<file path="src/rtl/dds_wave_gen.sv">
// -----------------------------------------------------------------------------
// dds_wave_gen
//
// Direct-digital-synthesis waveform generator. A phase accumulator advanced by
// a run-time frequency tuning word (FTW) feeds a selectable waveform stage
// (sine table, square, sawtooth, triangle). A second stage scales the sample
// about midscale by (amp+1)/256. The output is offset binary and registered.
//
// Pipeline (enabled edges only):
//   edge k   : acc_q  <= acc + ftw_active, wrap_q <= carry out
//   edge k+1 : wave_q <= wave(acc_q, mode)
//   edge k+2 : Q      <= M + ((wave_q - M) * (amp+1)) >>> 8
//
// FTW changes are staged in a pending register and applied on the edge whose
// add wraps the accumulator, so the new frequency starts at phase zero. A
// stopped generator (active FTW of zero) never wraps, so loads then go straight
// into the active word.
//
// Ports
//   clk       in   sole clock, rising edge
//   rst       in   synchronous active-high reset, overrides all other inputs
//   en        in   advance enable; 0 holds the whole pipeline
//   ftw_in    in   PHASE_W  new tuning word
//   ftw_load  in   capture ftw_in this edge (independent of en)
//   mode      in   2  0 sine, 1 square, 2 sawtooth, 3 triangle
//   amp       in   8  amplitude, gain (amp+1)/256
//   Q         out  OUT_W  sample, offset binary, midscale 2^(OUT_W-1)
//   valid     out  high once the pipeline holds a real sample
//   sync      out  one-cycle pulse on the first sample after a wrap
// -----------------------------------------------------------------------------
module dds_wave_gen #(
   parameter int unsigned         PHASE_W     = 24,
   parameter int unsigned         OUT_W       = 8,
   parameter int unsigned         LUT_AW      = 8,
   parameter logic [PHASE_W-1:0]  DEFAULT_FTW = 24'h010000
) (
   input  logic               clk,
   input  logic               rst,
   input  logic               en,
   input  logic [PHASE_W-1:0] ftw_in,
   input  logic               ftw_load,
   input  logic [1:0]         mode,
   input  logic [7:0]         amp,
   output logic [OUT_W-1:0]   Q,
   output logic               valid,
   output logic               sync
);

   localparam int unsigned LUT_N  = 2 ** LUT_AW;
   localparam int unsigned MID    = 2 ** (OUT_W - 1);
   localparam int unsigned PROD_W = OUT_W + 11;

   localparam logic [OUT_W-1:0] MID_V = {1'b1, {(OUT_W-1){1'b0}}};

   // Parameter legality: the triangle tap needs OUT_W bits below the MSB and
   // the sine address is taken from the top LUT_AW accumulator bits.
   if (PHASE_W < OUT_W + 1) begin : g_chk_pw_out
      $error("dds_wave_gen: PHASE_W must be at least OUT_W+1");
   end
   if (PHASE_W < LUT_AW) begin : g_chk_pw_lut
      $error("dds_wave_gen: PHASE_W must be at least LUT_AW");
   end

   // Sine table entry: M + round((M-1) * sin(2*pi*k/LUT_N)), rounding half
   // away from zero. Only ever called with constant arguments, so the whole
   // table folds to constants.
   function automatic logic [OUT_W-1:0] sine_entry(input int unsigned k);
      real ang;
      real v;
      int  r;
      ang = 2.0 * 3.14159265358979323846 * real'(k) / real'(LUT_N);
      v   = real'(MID - 1) * $sin(ang);
      if (v >= 0.0) begin
         r = $rtoi(v + 0.5);
      end else begin
         r = -$rtoi(0.5 - v);
      end
      return OUT_W'(int'(MID) + r);
   endfunction

   logic [OUT_W-1:0] sine_lut_s [LUT_N];

   for (genvar k = 0; k < LUT_N; k++) begin : g_lut
      assign sine_lut_s[k] = sine_entry(k);
   end

   // ---------------------------------------------------------------------------
   // State
   // ---------------------------------------------------------------------------
   logic [PHASE_W-1:0] acc_q,        acc_d;
   logic               wrap_q,       wrap_d;
   logic [PHASE_W-1:0] ftw_active_q, ftw_active_d;
   logic [PHASE_W-1:0] ftw_pend_q,   ftw_pend_d;
   logic               pend_q,       pend_d;
   logic [OUT_W-1:0]   wave_q,       wave_d;
   logic               wrap_pipe_q,  wrap_pipe_d;
   logic               valid_pipe_q, valid_pipe_d;
   logic [OUT_W-1:0]   q_q,          q_d;
   logic               valid_q,      valid_d;
   logic               sync_q,       sync_d;

   logic [PHASE_W:0]   sum_s;
   logic [OUT_W-1:0]   tri_s;
   logic [OUT_W-1:0]   wave_sel_s;
   logic [9:0]         gain_s;
   logic signed [OUT_W:0]    dev_s;
   logic signed [PROD_W-1:0] dev_ext_s;
   logic signed [PROD_W-1:0] gain_ext_s;
   logic signed [PROD_W-1:0] prod_s;
   logic signed [PROD_W-1:0] mid_ext_s;
   logic [OUT_W-1:0]   scaled_s;

   // Accumulator add with carry; the carry is the wrap flag.
   assign sum_s = {1'b0, acc_q} + {1'b0, ftw_active_q};

   // Accumulator advance and tuning-word bookkeeping.
   always_comb begin
      acc_d        = acc_q;
      wrap_d       = wrap_q;
      ftw_active_d = ftw_active_q;
      ftw_pend_d   = ftw_pend_q;
      pend_d       = pend_q;

      if (en) begin
         acc_d  = sum_s[PHASE_W-1:0];
         wrap_d = sum_s[PHASE_W];
         // Apply the staged word on the wrapping edge; the next add uses it.
         if (pend_q && sum_s[PHASE_W]) begin
            ftw_active_d = ftw_pend_q;
            pend_d       = 1'b0;
         end else begin
            ftw_active_d = ftw_active_q;
         end
      end else begin
         acc_d  = acc_q;
         wrap_d = wrap_q;
      end

      // A load that coincides with an apply overrides only the pending slot,
      // because the apply consumed the old pending value above.
      if (ftw_load) begin
         if (ftw_active_q == {PHASE_W{1'b0}}) begin
            // A stopped accumulator never wraps: write the active word directly.
            ftw_active_d = ftw_in;
         end else begin
            ftw_pend_d = ftw_in;
            pend_d     = 1'b1;
         end
      end else begin
         ftw_pend_d = ftw_pend_q;
      end
   end

   // Triangle ramp: one bit below the MSB, mirrored on the second half period.
   assign tri_s = acc_q[PHASE_W-2 -: OUT_W];

   // Waveform selection from the current accumulator value.
   always_comb begin
      wave_sel_s = MID_V;
      case (mode)
         2'd0: wave_sel_s = sine_lut_s[acc_q[PHASE_W-1 -: LUT_AW]];
         2'd1: begin
            if (acc_q[PHASE_W-1]) begin
               wave_sel_s = {OUT_W{1'b0}};
            end else begin
               wave_sel_s = {OUT_W{1'b1}};
            end
         end
         2'd2: wave_sel_s = acc_q[PHASE_W-1 -: OUT_W];
         2'd3: begin
            if (acc_q[PHASE_W-1]) begin
               wave_sel_s = ~tri_s;
            end else begin
               wave_sel_s = tri_s;
            end
         end
         default: wave_sel_s = MID_V;
      endcase
   end

   // Amplitude scaling about midscale. The deviation lies in [-M, M-1] and the
   // gain is at most 1, so the floor-shifted result always fits OUT_W after
   // re-adding M; the truncating cast is therefore lossless.
   always_comb begin
      gain_s     = {2'b00, amp} + 10'd1;
      dev_s      = $signed({1'b0, wave_q}) - $signed({1'b0, MID_V});
      dev_ext_s  = {{10{dev_s[OUT_W]}}, dev_s};
      gain_ext_s = $signed({{(OUT_W+1){1'b0}}, gain_s});
      prod_s     = dev_ext_s * gain_ext_s;
      mid_ext_s  = $signed({{(PROD_W-OUT_W){1'b0}}, MID_V});
      scaled_s   = OUT_W'((prod_s >>> 4'd8) + mid_ext_s);
   end

   // Output pipeline: advances only on enabled edges; sync is a strobe and
   // drops on any stalled cycle.
   always_comb begin
      wave_d       = wave_q;
      wrap_pipe_d  = wrap_pipe_q;
      valid_pipe_d = valid_pipe_q;
      q_d          = q_q;
      valid_d      = valid_q;
      sync_d       = 1'b0;
      if (en) begin
         wave_d       = wave_sel_s;
         wrap_pipe_d  = wrap_q;
         valid_pipe_d = 1'b1;
         q_d          = scaled_s;
         valid_d      = valid_pipe_q;
         sync_d       = wrap_pipe_q;
      end else begin
         sync_d       = 1'b0;
      end
   end

   // State registers with synchronous reset.
   always_ff @(posedge clk) begin
      if (rst) begin
         acc_q        <= {PHASE_W{1'b0}};
         wrap_q       <= 1'b0;
         ftw_active_q <= DEFAULT_FTW;
         ftw_pend_q   <= {PHASE_W{1'b0}};
         pend_q       <= 1'b0;
         wave_q       <= MID_V;
         wrap_pipe_q  <= 1'b0;
         valid_pipe_q <= 1'b0;
         q_q          <= MID_V;
         valid_q      <= 1'b0;
         sync_q       <= 1'b0;
      end else begin
         acc_q        <= acc_d;
         wrap_q       <= wrap_d;
         ftw_active_q <= ftw_active_d;
         ftw_pend_q   <= ftw_pend_d;
         pend_q       <= pend_d;
         wave_q       <= wave_d;
         wrap_pipe_q  <= wrap_pipe_d;
         valid_pipe_q <= valid_pipe_d;
         q_q          <= q_d;
         valid_q      <= valid_d;
         sync_q       <= sync_d;
      end
   end

   assign Q     = q_q;
   assign valid = valid_q;
   assign sync  = sync_q;

endmodule

</file>
<file path="config.mk">
export PLATFORM = sky130hd
export DESIGN_NAME = dds_wave_gen
export DESIGN_NICKNAME = d
export VERILOG_FILES = /design/src/rtl/dds_wave_gen.sv
export SDC_FILE = /design/constraint.sdc
export NUM_CORES = 1
export LEC_CHECK = 0
export CAP_MARGIN = 10
export CELL_PAD_IN_SITES_DETAIL_PLACEMENT = 0
export CELL_PAD_IN_SITES_GLOBAL_PLACEMENT = 1
export CORE_MARGIN = 2
export CORE_UTILIZATION = 45
export CTS_BUF_LIST = sky130_fd_sc_hd__clkbuf_4
export DETAILED_ROUTE_END_ITERATION = 10
export PLACE_DENSITY = 0.76
export SYNTH_ARGS = -nofsm -noshare
export SYNTH_HDL_FRONTEND = slang
export SYNTH_SLANG_ARGS = --single-unit
</file>
<file path="constraint.sdc">
create_clock -name clk -period 8.7 [get_ports clk]
set_clock_uncertainty 0.1 [all_clocks]
set_input_delay 1.74 -clock clk [delete_from_list [all_inputs] [get_ports clk]]
set_output_delay 1.74 -clock clk [all_outputs]
set_load 0.05 [all_outputs]
</file>
== After elaboration in Yosys (flattened, before gate mapping) ==
Memory sizes are Yosys's and may differ from the RTL's.
Cells that the tools add are included.

* $lt $le $gt $ge: 1
* Equality and inequality tests: 3
* Bitwise logic cells: 4
* Multipliers: 1
* Reduce and logical (&&, ||, !) cells: 5
* Muxes and demuxes: 13
* Add/subtract/negate cells: 4

{| class="wikitable"
|+ Operators with widths
! operator !! number
|-
| $mux W24 || 4
|-
| $mux W8 || 4
|-
| $pmux W8 S4 || 1
|-
| $add A24 B24 Y25 || 1
|-
| $logic_not A24 Y1 || 1
|-
| $mul A9 B10 Y16 || 1
|-
| $add A8 B1 Y9 const B || 1
|-
| $ge A9 B9 Y1 const B || 1
|-
| $not A8 Y9 || 1
|-
| $sub A8 B8 Y9 const B || 1
|-
| $add A8 B8 Y8 const B || 1
|-
| $not A8 Y8 || 1
|-
| $eq A2 B2 Y1 const B || 2
|-
| $mux W1 || 4
|-
| $eq A2 B1 Y1 const B || 1
|-
| $logic_not A2 Y1 || 1
|-
| $not A1 Y1 || 2
|-
| $reduce_and A2 Y1 || 1
|-
| $reduce_or A2 Y1 || 1
|-
| $logic_and A1 B1 Y1 || 1
|}

* Bits in read-only memories: 2048
* Register bits after elaboration: 94
* Bits of input ports: 38
* Logic and storage cells: 43
* Output and inout bits: 10
* Memories kept: 1

{| class="wikitable"
|+ Memory list
! name !! words !! width !! rd ports !! clocked after memory_dff !! wr ports !! RTL line !! text
|-
| (no name shown) || 256 || 8 || 1 || 0 || 0 || 161 || <nowiki>2'd0: wave_sel_s = sine_lut_s[acc_q[PHASE_W-1 -: LUT_AW]];</nowiki>
|}

== Longest topological paths before layout ==
Gate-level depths: netlist of run 1.

* Depth after elaboration: 6
* Depth in mapped cells: 23
* Depth with buffers taken out: 23

== Worst setup path after synthesis of run 1 ==
No wires, ideal clock.

* Kind: input to register
* From: in amp[0]
* To: reg q_q[7], in the netlist Q[7]
* Arrival time: 6842 ps
* Stages on the path: 21
* Setup slack: 1688 ps
* Setup time: 70 ps
* Required time: 8530 ps
* Buffers on the path: 0
* Path through: ha_1 -> nand2_1 -> nor2_1 -> xnor2_1 -> nand2_1 -> fa_1 -> inv_1 -> fa_1 -> fa_1 -> fa_1 -> inv_1 -> fa_1 -> inv_1 -> ha_1 -> nand2_1 -> o21ai_0 -> nor3_4 -> nor3_1 -> a2111oi_2 -> xnor3_1 -> a21oi_1

* Cells in the longest elaborated chain, start to end: 3

{| class="wikitable"
|+ RTL lines
! element !! RTL line !! text
|-
| from (decl) || 43 || <nowiki>input logic [7:0] amp,</nowiki>
|-
| $add A8 B1 Y9 || 185 || <nowiki>gain_s = {2'b00, amp} + 10'd1;</nowiki>
|-
| $mul A9 B10 Y16 || 189 || <nowiki>prod_s = dev_ext_s * gain_ext_s;</nowiki>
|-
| $add A8 B8 Y8 || 191 || <nowiki>scaled_s = OUT_W'((prod_s >>> 4'd8) + mid_ext_s);</nowiki>
|-
| to (signal assigned) || 238 || <nowiki>q_q <= q_d;</nowiki>
|-
| to (decl) || 98 || <nowiki>logic [OUT_W-1:0] q_q, q_d;</nowiki>
|}

Every way passes these cells.
A chain may end at the register's enable or synchronous reset.

== Worst setup path in the final report of run 1 ==
Same ends and word-level chain as after synthesis.

==> results of run 1 <==
## path summary, 6_finish.rpt
check	slack [ns]	to
setup reg to reg	3.09	Q[7]
setup / recovery	1.01	Q[7]
hold / removal	0.39	valid_pipe_q
hold reg to reg	0.39	valid_pipe_q
## cell type report
type | count | area [µm²]
diodes | 1 | 2.50
clock inverters | 7 | 80.1
flip-flops and latches | 94 | 1890
well taps | 285 | 357
multi-input cells | 939 | 7480
fillers | 2258 | 11600
inverters | 107 | 402
clock buffers | 9 | 67.6
repair buffers | 63 | 583
## Yosys cell counts, drive strengths merged, types with 14 or more instances
library cell    n
o311ai         29
o211ai         41
nand2b         22
xnor2          14
a21oi          74
and2           31
nor3           27
nor2b          22
o21ai          55
nor3b          30
clkbuf         48
nand3          22
dfxtp          94
buf            45
nand2          95
nor2           89
nand3b         28
a211oi         15
mux2i          41
inv           106
fa             50
ha             72
## state kept, by name, summed over array words and instances, names as in the netlist, 8 cells and up
| signal | count |
|---|---|
| wave_q | 8 |
| Q | 8 |
| ftw_pend_q | 24 |
| acc_q | 24 |
| ftw_active_q | 24 |
## power by group through the flow
stage / sequential [mW] / clock [mW] / combinational (mW)
after floorplan: 0.489 / 0 / 0.248
after global placement: 0.476 / 0 / 0.361
after detailed placement: 0.477 / 0 / 0.362
after CTS: 0.467 / 0.273 / 0.367
after global routing: 0.471 / 0.294 / 0.414
final: 0.467 / 0.261 / 0.364
## logic make-up (layout without fill, tap and decap cells)
kind of cell               after synthesis  after routing  share of synthesized area (%)
xor gates and xnor gates                26             26                           2.36
buffers and inverters                  200            186                           8.60
DFF                                     94             94                           18.4
and+or+nand+nor                        411            411                           21.4
adders and majority gates              122            122                           18.6
AOI/OAI and AO/OA                      331            331                           25.4
other                                    0              1                              0
muxes                                   49             49                           5.22
## routing by layer
metal / GRT usage [%] / share of wire (%)
met5: 0 / 0
met1: 32.6 / 48
met4: 5.64 / 1.2
met2: 36.7 / 47
met3: 2.24 / 3.9
## worst max-delay path, cell delays in order
cell and delay [ns]:
clkdlybuf4s50_1 0.72, ha_1 0.28, nand3_1 0.10, xnor2_1 0.56, and2_1 0.25, fa_1 0.43
inv_1 0.08, fa_1 0.41, inv_1 0.10, fa_1 0.43, fa_1 0.55, inv_1 0.05
fa_1 0.51, inv_1 0.04, ha_1 0.33, nand2_1 0.11, o21ai_0 0.19, nor3_4 0.28
nor3_1 0.10, a2111oi_2 0.35, xnor3_1 0.26, a21oi_1 0.14
==> impl_metrics.env, run 1 <==
export IMPL_route_vias_total=8851
export IMPL_final_common_cell="inv_1"
export IMPL_cts_sinks=94
export IMPL_rows=55
export IMPL_drcViolationCount=0
export IMPL_die_area_um2=23900
export IMPL_rr_startpoint="wave_q[7]"
export IMPL_dp_hpwl_mm=18.6
export IMPL_worstSkewPairLatency_ns=0.48
export IMPL_cts_tree="built"
export IMPL_rsz0062_at_grt="no"
export IMPL_synth_top_area_share_pct=18.4
export IMPL_coreArea_um2=22500
export IMPL_dpl_cell_area_um2=10700
export IMPL_first_pass_iters=7
export IMPL_path_class="input pin to register"
export IMPL_setup_viol=0
export IMPL_synth_warnings=0
export IMPL_outcome="completed"
export IMPL_synth_top_area_cell="dfxtp_1"
export IMPL_postSynthAreaPerCell_um2=8.29
export IMPL_drive_gt1_share_pct=9.43
export IMPL_htreeDepth=3
export IMPL_grt_max_degree=108
export IMPL_critPathMaxFanout=11
export IMPL_syn_num_nets=1393
export IMPL_antenna_found_initial=1
export IMPL_synthFlopType="dfxtp_1"
export IMPL_synth_edf_count=0
export IMPL_p_sw_uw=401
export IMPL_p_int_uw=692
export IMPL_synth_area_top_cells="dfxtp_1, fa_1, ha_1"
export IMPL_vdd_drop_max_mv=0.0695
export IMPL_ioPinCount=48
export IMPL_drtAntennaViolNets=0
export IMPL_yosysUniqueCellTypes=94
export IMPL_die_h_um=155
export IMPL_relSlewSlack_pct=26.1
export IMPL_crit_start="amp[0]"
export IMPL_synthCells=1233
export IMPL_async_reset_ff_share_pct=0
export IMPL_p_sw_share_pct=36.7
export IMPL_p_leak_nw=4.47
export IMPL_min_delay_path_class="register to register"
export IMPL_syn_area_um2=10200
export IMPL_areaGrowthSynthToFinish_pct=6.18
export IMPL_reg2reg_depth=17
export IMPL_place_inst=1488
export IMPL_p_clk_share_pct=23.9
export IMPL_gr_usage_all_layers_pct=22.7
export IMPL_layout_nets=1374
export IMPL_crit_path_start_kind="input pin"
export IMPL_finalCriticalPeriod_ns=7.69
export IMPL_power_density_nw_per_um2=101
export IMPL_die_w_um=155
export IMPL_critPathArrivalTime_ns=8.01
export IMPL_drt_total_wl_mm=26.2
export IMPL_dp_slack_ns=0.535
export IMPL_place_congestion=0.855
export IMPL_cp_end_kind="register"
export IMPL_ys_ff_latch=94
export IMPL_start_util_pct=45.4
export IMPL_tightest_slew_ns=1.11
export IMPL_min_period_over_period_pct=88.4
export IMPL_power_frac_comb_pct=33.3
export IMPL_power_mw=1.09
export IMPL_cts_made_buffers=9
export IMPL_post_cts_setup_buffer_count=0
export IMPL_final_util_pct=48.3
export IMPL_root_buffer="clkbuf_4"
export IMPL_hold_violations=0
export IMPL_grt_pass1_wl_mm=45.1
export IMPL_cts_hold_buffers=0
export IMPL_avgViaCountPerCell=5.88
export IMPL_io_buffers=47
export IMPL_maxCapViolations=0
export IMPL_layout_cells_non_filler=1505
export IMPL_hp_start="valid_pipe_q"
export IMPL_clkSlewWorstSetupHoldPaths_ns=0.15
export IMPL_power_frac_seq_pct=42.7
export IMPL_final_cell_mix="inv_1, nand2_1, dfxtp_1"
export IMPL_wire_per_inst_um=17.4
export IMPL_final_max_slew_violation_count=0
export IMPL_postCtsResizedCells=0
export IMPL_cts_buffer_depth=2
export IMPL_grt_pass1_vias=8725
export IMPL_design_area_um2=10900
export IMPL_gr_total_overflow=0
export IMPL_crit_required_ns=9.01
export IMPL_setup_tns_ns=0
export IMPL_hold_ws_ns=0.386
export IMPL_synth_seq_area_share_pct=18.4
export IMPL_fmax_mhz=130
export IMPL_whs_path_depth=2
export IMPL_finalWorstSetupSlack_ns=1.01
export IMPL_drtIter0Drc=608
No activity file was read; power rests on OpenSTA's default activity.
==> run 2, diff against run 1 <==
- CORE_UTILIZATION: 45 -> 25
- CTS_BUF_LIST: sky130_fd_sc_hd__clkbuf_4 -> not set
- MAX_ROUTING_LAYER: not set -> met4
- PLACE_DENSITY: 0.76 -> 0.47
==> impl_metrics.env, run 2 (same netlist as run 1, synthesis figures left out) <==
export IMPL_place_congestion=0.783
export IMPL_crit_chain="clkdlybuf4s50_1 > and3_1 > nand3_1 > xnor2_1 > and2_1 > fa_1 > inv_1 > fa_1 > inv_1 > fa_1 > fa_1 > inv_1 > fa_1 > inv_1 > ha_1 > nand2_1 > o21ai_0 > nor3_4 > nor3_1 > a2111oi_2 > xnor3_1 > a21oi_1"
export IMPL_power_frac_seq_pct=38.0
export IMPL_rows=74
export IMPL_wire_per_inst_um=18.1
export IMPL_route_vias_total=8822
export IMPL_drt_total_wl_mm=31.8
export IMPL_wl_met1_mm=16.0
export IMPL_min_period_over_period_pct=88.1
export IMPL_reg2reg_depth=17
export IMPL_start_util_pct=25.2
export IMPL_hold_violations=0
export IMPL_finalCriticalPeriod_ns=7.67
export IMPL_rr_startpoint="wave_q[7]"
export IMPL_setup_tns_ns=0
export IMPL_final_common_cell="inv_1"
export IMPL_grt_pass1_wl_mm=51.2
export IMPL_crit_start="amp[2]"
export IMPL_cp_num_buf_inv=5
export IMPL_die_area_um2=42500
export IMPL_dp_slack_ns=0.658
export IMPL_coreArea_um2=40600
export IMPL_reg_largest_list="acc_q: 24 flops, ftw_active_q: 24 flops, ftw_pend_q: 24 flops"
export IMPL_postCtsResizedCells=0
export IMPL_htreeDepth=3
export IMPL_outcome="completed"
export IMPL_cp_common_cell="fa_1"
export IMPL_drcViolationCount=0
export IMPL_layout_nets=1379
export IMPL_drive_gt1_share_pct=9.89
export IMPL_r2r_setup_slack_ns=3.03
export IMPL_grt_max_degree=86
export IMPL_hold_ws_ns=0.368
export IMPL_io_buffers=47
export IMPL_die_w_um=206
export IMPL_gr_usage_all_layers_pct=15.7
export IMPL_drtIter0Drc=483
export IMPL_p_sw_uw=429
export IMPL_worstSkewPairLatency_ns=0.36
export IMPL_hp_start="valid_pipe_q"
export IMPL_power_density_nw_per_um2=109
export IMPL_avgViaCountPerCell=5.02
export IMPL_cp_slowest_stage_delay_ns=0.64
export IMPL_die_h_um=206
export IMPL_areaGrowthSynthToFinish_pct=10.9
export IMPL_min_delay_path_class="register to register"
export IMPL_grt_pass1_vias=8838
export IMPL_cp_end_kind="register"
export IMPL_power_frac_comb_pct=30.1
export IMPL_finalWorstSetupSlack_ns=1.03
export IMPL_p_leak_nw=4.56
export IMPL_final_cell_mix="inv_1, nand2_1, dfxtp_1"
export IMPL_critPathArrivalTime_ns=7.85
export IMPL_r2r_end="Q[7]"
export IMPL_post_cts_setup_buffer_count=0
export IMPL_first_pass_iters=8
export IMPL_cts_hold_buffers=0
export IMPL_path_class="input pin to register"
export IMPL_clkSlewWorstSetupHoldPaths_ns=0.06
export IMPL_dp_hpwl_mm=22.3
export IMPL_critPathMaxFanout=9
export IMPL_final_max_slew_violation_count=0
export IMPL_root_buffer="clkbuf_16"
export IMPL_cts_tree="built"
export IMPL_maxUsedRoutingLayer="met4"
export IMPL_cts_sinks=94
export IMPL_cts_made_buffers=9
export IMPL_p_sw_share_pct=34.8
export IMPL_maxCapViolations=0
export IMPL_crit_required_ns=8.89
export IMPL_cp_top_family="adder cells"
export IMPL_crit_path_start_kind="input pin"
export IMPL_relSlewSlack_pct=40.2
export IMPL_dr_wl_met3_um=985
export IMPL_vdd_drop_max_mv=0.0853
export IMPL_gr_total_overflow=0
export IMPL_p_clk_share_pct=31.8
export IMPL_ioPinCount=48
export IMPL_tightest_slew_ns=0.898
export IMPL_wl_met2_mm=14.5
export IMPL_p_int_uw=804
export IMPL_rsz0062_at_grt="no"
export IMPL_diodes=0
export IMPL_holdPathEnd="valid_pipe_q"
export IMPL_whs_path_depth=2
export IMPL_drtAntennaViolNets=0
export IMPL_fmax_mhz=130
export IMPL_cp_slowest_cell="xnor2_1"
export IMPL_antenna_found_initial=0
export IMPL_cts_buffer_depth=2
export IMPL_setup_viol=0
[run 2: layout make-up]
class / count / area (µm²)
Clock inverter: 6 / 43.8
Multi-Input combinational cell: 939 / 7480
Sequential cell: 94 / 1890
Fill cell: 4408 / 29300
Tap cell: 532 / 666
Inverter: 107 / 402
Clock buffer: 10 / 239
Timing Repair Buffer: 68 / 621
[run 2: per-layer routing]
metal / up-vias / GRT usage (%)
li1: 4405 / -
met1: 4263 / 22.1
met2: 140 / 24.5
met3: 14 / 1.94
met4: 0 / 2.45
met5: - / -
[run 2: worst min-delay path: stages (launching register included)]
cell and delay, ns:
dfxtp_1 0.33, nor2_1 0.04, nor2_1 0.06
[run 2: per-stage QoR]
stage / area (µm²) / power (mW) / instances / util [%]
final: 11300 / 1.23 / 1756 / 27.9
after global routing: 11300 / 1.32 / 1756 / 27.9
after CTS: 11300 / 1.27 / 1756 / 27.9
after detailed placement: 11100 / 0.853 / 1740 / 27.2
after global placement: 11100 / 0.859 / 1740 / 27.2
after floorplan: 10200 / 0.738 / 1233 / -
[run 2: how the worst max path moves through the flow]
| stage | endpoint | slack [ns] | depth (start not counted) |
|---|---|---|---|
| 6_report | Q[7] | 1.03 | 22 |
| 5_1_grt | Q[7] | 0.59 | 21 |
| 4_1_cts | Q[7] | 0.97 | 22 |
| 3_5_place_dp | Q[7] | 0.66 | 22 |
| 3_3_place_gp | Q[7] | 0.70 | 22 |
| 2_1_floorplan | Q[7] | 1.69 | 21 |
[run 2: power by group through the flow]
stage                     combinational, mW  clock [mW]  sequential [mW]
after floorplan                       0.248           0            0.489
after global placement                0.379           0            0.480
after detailed placement              0.373           0            0.480
after CTS                             0.380       0.415            0.470
after global routing                  0.424       0.428            0.472
final                                 0.372       0.392            0.469
